<file path="config.mk">
export PLATFORM = sky130hd
export DESIGN_NAME = guess_game_ctrl
export DESIGN_NICKNAME = d
export VERILOG_FILES = /design/src/rtl/guess_game_ctrl.sv
export SDC_FILE = /design/constraint.sdc
export NUM_CORES = 1
export LEC_CHECK = 0
export ABC_AREA = 1
export BUFFER_PORTS_ARGS = -buffer_cell sky130_fd_sc_hd__buf_2
export CORE_ASPECT_RATIO = 1.4
export CORE_UTILIZATION = 30
export DETAILED_ROUTE_END_ITERATION = 7
export HOLD_SLACK_MARGIN = 0.08
export PLACE_DENSITY = 0.62
export SETUP_SLACK_MARGIN = 0.02
export SLEW_MARGIN = 30
export SYNTH_ARGS = -nofsm -noshare
export SYNTH_HDL_FRONTEND = slang
export SYNTH_SLANG_ARGS = --single-unit
</file>
<file path="constraint.sdc">
create_clock -name clk -period 2.1 [get_ports clk]
set_input_delay 0 -clock clk [delete_from_list [all_inputs] [get_ports clk]]
set_output_delay 0 -clock clk [all_outputs]
set_load 0.005 [all_outputs]
</file>
<file path="src/rtl/guess_game_ctrl.sv">
// guess_game_ctrl: guess-the-number round sequencer (target capture, guess handshake, hints, win/loss)
module guess_game_ctrl #(
  parameter int WIDTH     = 4,
  parameter int MAX_TRIES = 5,
  parameter int CNT_W     = 3
) (
  input  logic             clk,
  input  logic             rst,
  input  logic             start,
  input  logic [WIDTH-1:0] lfsr_out,
  output logic             lfsr_en,
  input  logic [WIDTH-1:0] guess,
  input  logic             guess_valid,
  output logic             guess_ready,
  output logic [WIDTH-1:0] target,
  output logic             too_high,
  output logic             too_low,
  output logic             correct,
  output logic [CNT_W-1:0] attempts,
  output logic             done,
  output logic             win,
  output logic [2:0]       state
);
  typedef enum logic [2:0] {IDLE = 3'd0, PLAY = 3'd1, CHECK = 3'd2, WIN = 3'd3, LOSE = 3'd4} state_t;
  state_t           state_q;
  logic [WIDTH-1:0] target_q, guess_q;
  logic [CNT_W-1:0] attempts_q;
  logic             too_high_q, too_low_q, correct_q, done_q, win_q;
  logic [CNT_W-1:0] attempts_d;
  assign attempts_d = attempts_q + CNT_W'(1);
  always_ff @(posedge clk or posedge rst) begin
    if (rst) begin
      state_q    <= IDLE;
      target_q   <= '0;
      guess_q    <= '0;
      attempts_q <= '0;
      too_high_q <= 1'b0;
      too_low_q  <= 1'b0;
      correct_q  <= 1'b0;
      done_q     <= 1'b0;
      win_q      <= 1'b0;
    end else begin
      case (state_q)
        IDLE, WIN, LOSE: if (start) begin
          state_q    <= PLAY;
          target_q   <= lfsr_out;
          attempts_q <= '0;
          too_high_q <= 1'b0;
          too_low_q  <= 1'b0;
          correct_q  <= 1'b0;
          done_q     <= 1'b0;
          win_q      <= 1'b0;
        end
        PLAY: if (guess_valid) begin
          guess_q <= guess;
          state_q <= CHECK;
        end
        CHECK: begin
          too_high_q <= guess_q > target_q;
          too_low_q  <= guess_q < target_q;
          correct_q  <= guess_q == target_q;
          attempts_q <= attempts_d;
          if (guess_q == target_q) begin
            state_q <= WIN;
            done_q  <= 1'b1;
            win_q   <= 1'b1;
          end else if (attempts_d == CNT_W'(MAX_TRIES)) begin
            state_q <= LOSE;
            done_q  <= 1'b1;
            win_q   <= 1'b0;
          end else begin
            state_q <= PLAY;
          end
        end
        default: state_q <= IDLE;
      endcase
    end
  end
  // LFSR free-runs only between rounds so the target stays unpredictable
  assign lfsr_en     = (state_q == IDLE) || (state_q == WIN) || (state_q == LOSE);
  assign guess_ready = state_q == PLAY;
  assign target      = target_q;
  assign too_high    = too_high_q;
  assign too_low     = too_low_q;
  assign correct     = correct_q;
  assign attempts    = attempts_q;
  assign done        = done_q;
  assign win         = win_q;
  assign state       = state_q;
endmodule

</file>
* Word level (Yosys, flattened, before mapping)
Cells that the tools add are included.
Widths: inputs -> output; s select.
** Operators by class
- Add/sub/neg operators :: 1
- $lt $le $gt $ge :: 2
- Equal/unequal tests :: 9
- Multiplexer cells :: 17
- Reductions and logical operators :: 10
** Operators with widths (count)
- $mux 3 :: 5
- $pmux 1 s2 :: 5
- $pmux 3 s3 :: 1
- $reduce_and 2->1 :: 4
- $eq 3x2->1 const B :: 2
- $eq 3x3->1 const B :: 2
- $pmux 3 s2 :: 1
- $mux 1 :: 5
- $eq 4x4->1 :: 1
- $gt 4x4->1 :: 1
- $lt 4x4->1 :: 1
- $ne 2x2->1 const B :: 2
- $add 3x1->3 const B :: 1
- $eq 3x1->1 const B :: 1
- $logic_not 3->1 :: 1
- $ne 3x3->1 const B :: 1
- $reduce_and 3->1 :: 1
- $reduce_or 3->1 :: 1
- $logic_or 1x1->1 :: 2
- $reduce_bool 2->1 :: 1
** Word-level totals
- Flip-flop bits (word level) :: 19
- Output and inout bits :: 17

* Depth between registers and ports, before layout
- Word-level depth :: 5
- Gate-level depth with buffers :: 10

* Worst setup path after synthesis
No wires, ideal clock.
- Path kind :: reg-to-reg
- From :: reg target_q[3] (netlist: target[3])
- To :: reg done_q (netlist: done)
- Setup time :: 0.116 ns
- Arrival time :: 1.160 ns
- Required time :: 1.984 ns
- Setup slack :: 0.824 ns
- Stages on the path, launching flop included :: 10
- Path through :: dfrtp_1 -> inv_1 -> ha_1 -> nand2_1 -> nor2_1 -> nor2_4 -> nand2_1 -> nand2_1 -> nand2_1 -> nand2_1
** On the way
- Word-level cells in the longest chain between the ends :: 3
- Elaborated cells between the ends (all ways) :: 5
- Classes of those cells :: 2 x eq/ne; 2 x mux; 1 x reduce/logical
** Ends and longest elaborated chain
- start, declared :: RTL line 26 : logic [WIDTH-1:0] target_q, guess_q;
- start signal, assigned :: RTL line 46 : target_q <= lfsr_out;
- $eq 4x4->1 * :: RTL line 63 : if (guess_q == target_q) begin
- $ne 3x3->1 (no line) or $mux 1 (tied branches)
- $reduce_and 3->1 (no line) or $pmux 1 s2 (tied branches)
- end signal, assigned :: RTL line 51 : done_q <= 1'b0;
- end signal, assigned :: RTL line 65 : done_q <= 1'b1;
- end signal, assigned :: RTL line 69 : done_q <= 1'b1;
- end, declared :: RTL line 28 : logic too_high_q, too_low_q, correct_q, done_q, win_q;
Mark *: on every way between the ends. The rest lies on a longest branch, timed or not.
A chain may end at the register's enable or synchronous reset.

* Worst setup path in the final report
- From :: reg state_q[1] (netlist: state[1])
- To :: reg target_q[0] (netlist: target[0])
** On the way
- Word-level cells in the longest chain between the ends :: 3
- Elaborated cells between the ends (all ways) :: 5
- Classes of those cells :: 2 x eq/ne; 3 x reduce/logical
** Ends and longest elaborated chain
- start, declared :: RTL line 25 : state_t state_q;
- start signal, assigned :: RTL line 33 : state_q <= IDLE;
- start signal, assigned :: RTL line 45 : state_q <= PLAY;
- start signal, assigned :: RTL line 56 : state_q <= CHECK;
- $eq 3x2->1, or another cell as far along :: RTL line 43 : case (state_q)
- $reduce_or 3->1 * :: RTL line 43
- $reduce_and 2->1 (no line) *
Marked as above.

==> run_results.csv <==
group,metric,value,unit
placement,port_buffers,28,
worst_hold_path,hp-class,"in -> reg",
clock_tree,path_clk_slew,0.07,ns
critical_path,worstSetupEndpointType,"register",
global_route,grt_pass1_wl,3800,um
final_layout,layoutNonFillerInstCount,208,
die,start_util,0.324,
worst_hold_path,hold_start,"guess_valid",
placement,placed_cells,191,
drt,via_per_inst,4.38,
clock_tree,cts_htree_levels,1,
placement,place_congestion,0.754,
final_layout,diodes,0,
pwr,power.internal,1.01,mW
die,fp.dieW,51.5,um
sta,layout_worst_path_cycle_share,0.799,
critical_path,rr_endpoint,"target[0]$_DFFE_PP0P_",
final_layout,post-route-cell-area,1370,sq um
yosys,yosys_warnings,0,
sta,finalSetupViolCount,0,
pwr,ir_worst_vdd,0.000441,V
sta,final-hold-violation-count,0,
critical_path,endpoint,"target[0]$_DFFE_PP0P_",
yosys,synth_nets,144,
critical_path,rr_startpoint,"state[1]$_DFFE_PP0P_",
placement,post-place-ws,0.588,ns
pwr,sequentialPowerShare,0.361,
critical_path,cp.arrival,1.87,ns
global_route,grt_max_degree,20,
critical_path,path_cells,"nor2_1 > a21oi_2 > nand3_1 > dlygate4sd3_1 > nand2_1",
pwr,p_sw_frac,0.425,
drt,first_iter_violations,24,
status,status,"finished clean",
clock_tree,cts_hold_buffers,13,
drt,firstDrtPassIters,4,
clock_tree,clk_path_buf_depth,2,
yosys,avgSynthCellArea,8.18,sq um
sta,setup_tns,0,ns
yosys,syn_inst,126,
global_route,overflow,0,
global_route,grt_pass1_vias,868,
pwr,power.leakage,0.764,nW
critical_path,cp_num_buf_inv,1,
die,ios,29,
critical_path,crit_path_max_incr_delay,0.61,ns
die,row_count,24,
die,die_area,3680,sq um
critical_path,crit_type,"reg -> reg",
sta,slew_headroom,0.524,
sta,min_period,1.68,ns
clock_tree,cts-resized-gates,0,
die,chipHeight,71.4,um
pwr,powerDensity,1280,nW/um^2
sta,worst_pin_slew,0.713,ns
sta,clock_skew,0.00252,ns
sta,slew_violations,0,
global_route,grt.total_usage,0.137,
placement,dp_hpwl,1650,um
clock_tree,cts_made_buffers,3,
yosys,ys_types,19,
critical_path,crit_cells,5,
drt,vias,910,
final_layout,postLayoutCoreUtil,0.432,
clock_tree,insertion_delay,0.25,ns
yosys,syn_area,1030,sq um
critical_path,crit_required,2.29,ns
run,max_cap_viol_count,0,
final_layout,nNetsFinal,188,
yosys,seq_area_frac_synth,0.461,
critical_path,critPathMaxFanout,8,
critical_path,cp-startpoint,"state[1]$_DFFE_PP0P_",
pwr,power_frac_comb,0.497,
pwr,fin_total_pwr,1.76,mW
sta,hold_slack,0.145,ns
drt,routed_wl,2080,um
critical_path,rrSetupSlack,0.42,ns
clock_tree,cts-root-buf,"clkbuf_8",
placement,place_area,1200,sq um
drt,drc,0,
pwr,power_frac_clock,0.142,
die,core-area,3180,sq um
final_layout,area_delta_synth_final,33.3,%
yosys,ys_ff_latch,19,
sta,rsz0062_at_grt,"no",
clock_tree,cts_tree,"done",
sta,max_freq,0.596,GHz
critical_path,ff2ff_path_depth,5,
clock_tree,clock-sinks,19,
global_route,antenna_found_initial,0,
sta,setup_slack,0.423,ns
drt,ant_nets,0,
critical_path,cp_top_family,"flip-flops",
drt,wl_per_cell,10.0,um
pwr,switchingPower,0.747,mW
final_layout,layout-drive-gt1-share,0.237,
critical_path,crit_slowest_cell,"dfrtp_1",
critical_path,cp-start-kind,"register",
clock_tree,post_cts_buffers,0,
## cell usage after synthesis, drive strengths merged
| cell type | count | area share |
|---|---|---|
| a21oi | 6 | 0.033 |
| buf | 2 | 0.022 |
| dfrtp | 19 | 0.46 |
| ha | 6 | 0.073 |
| inv | 20 | 0.073 |
| nand2 | 42 | 0.16 |
| nand3 | 11 | 0.070 |
| nor2 | 12 | 0.067 |
| nor3 | 1 | 0.0048 |
| o21ai | 7 | 0.034 |
## worst min-delay path by stage
stage                                          to  depth (start not counted)
after floorplan           attempts[0]$_DFFE_PP0P_                          1
after global placement       too_high$_DFFE_PP0P_                          2
after detailed placement      too_low$_DFFE_PP0P_                          2
after CTS                  guess_q[0]$_DFFE_PP0P_                          3
after global routing       guess_q[0]$_DFFE_PP0P_                          3
final                      guess_q[0]$_DFFE_PP0P_                          3
## power groups by stage
stage	Sequential (mW)	Clock [mW]	Combinational, mW
floorplan	0.614	0	0.642
global placement	0.637	0	0.834
detailed placement	0.647	0	0.857
CTS	0.640	0.260	0.895
global route	0.659	0.273	1.03
finish	0.634	0.250	0.873
## kinds of logic (layout without fill, tap and decap cells)
logic type / after synthesis / count (layout) / share of synthesized area
buf+inv: 22 / 65 / 0.0947
compound gates: 13 / 13 / 0.0667
simple gates: 66 / 66 / 0.305
flops: 19 / 19 / 0.461
fa+ha+maj: 6 / 6 / 0.0728
## flip-flops by register name (all words and copies together), names as in the netlist
register	cells
target	4
guess_q	4
state	3
attempts	3
done	1
too_high	1
win	1
correct	1
too_low	1
## layer usage
layer  global-route usage  vias to the layer above  share of wire
met4               0.0631                        0          0.012
met3               0.0276                        2          0.037
li1                     -                      482              -
met2                0.234                       16           0.52
met1                0.160                      410           0.43
met5                    0                        -              0
## final cells by class
cell class | count | area [sq um]
flip-flops and latches | 19 | 475
clock buffers | 3 | 41.3
well taps | 39 | 48.8
multi-input cells | 85 | 458
fillers | 340 | 1810
clock inverters | 1 | 5.00
repair buffers | 41 | 270
inverters | 20 | 75.1
## tightest hold or removal path, cell delays in order
cell and delay [ns]:
buf_2 0.13, nand2_1 0.14, a21oi_1 0.09
## cells in the final DEF, fill, tap and decap left out
cell           instances
nand2_4                1
nand3_4                1
dlygate4sd3_1         13
clkbuf_8               3
a21oi_1                5
inv_1                 19
nor2_4                 1
ha_1                   6
o21ai_0                6
dfrtp_1               19
nor2_8                 1
nor3_1                 1
nand3_2                1
nor2_1                10
nand2_1               40
o21ai_1                1
clkinv_2               1
inv_2                  1
nand2_2                1
buf_2                 28
a21oi_2                1
nand3_1                9
Power figures use the tool's default switching activity.
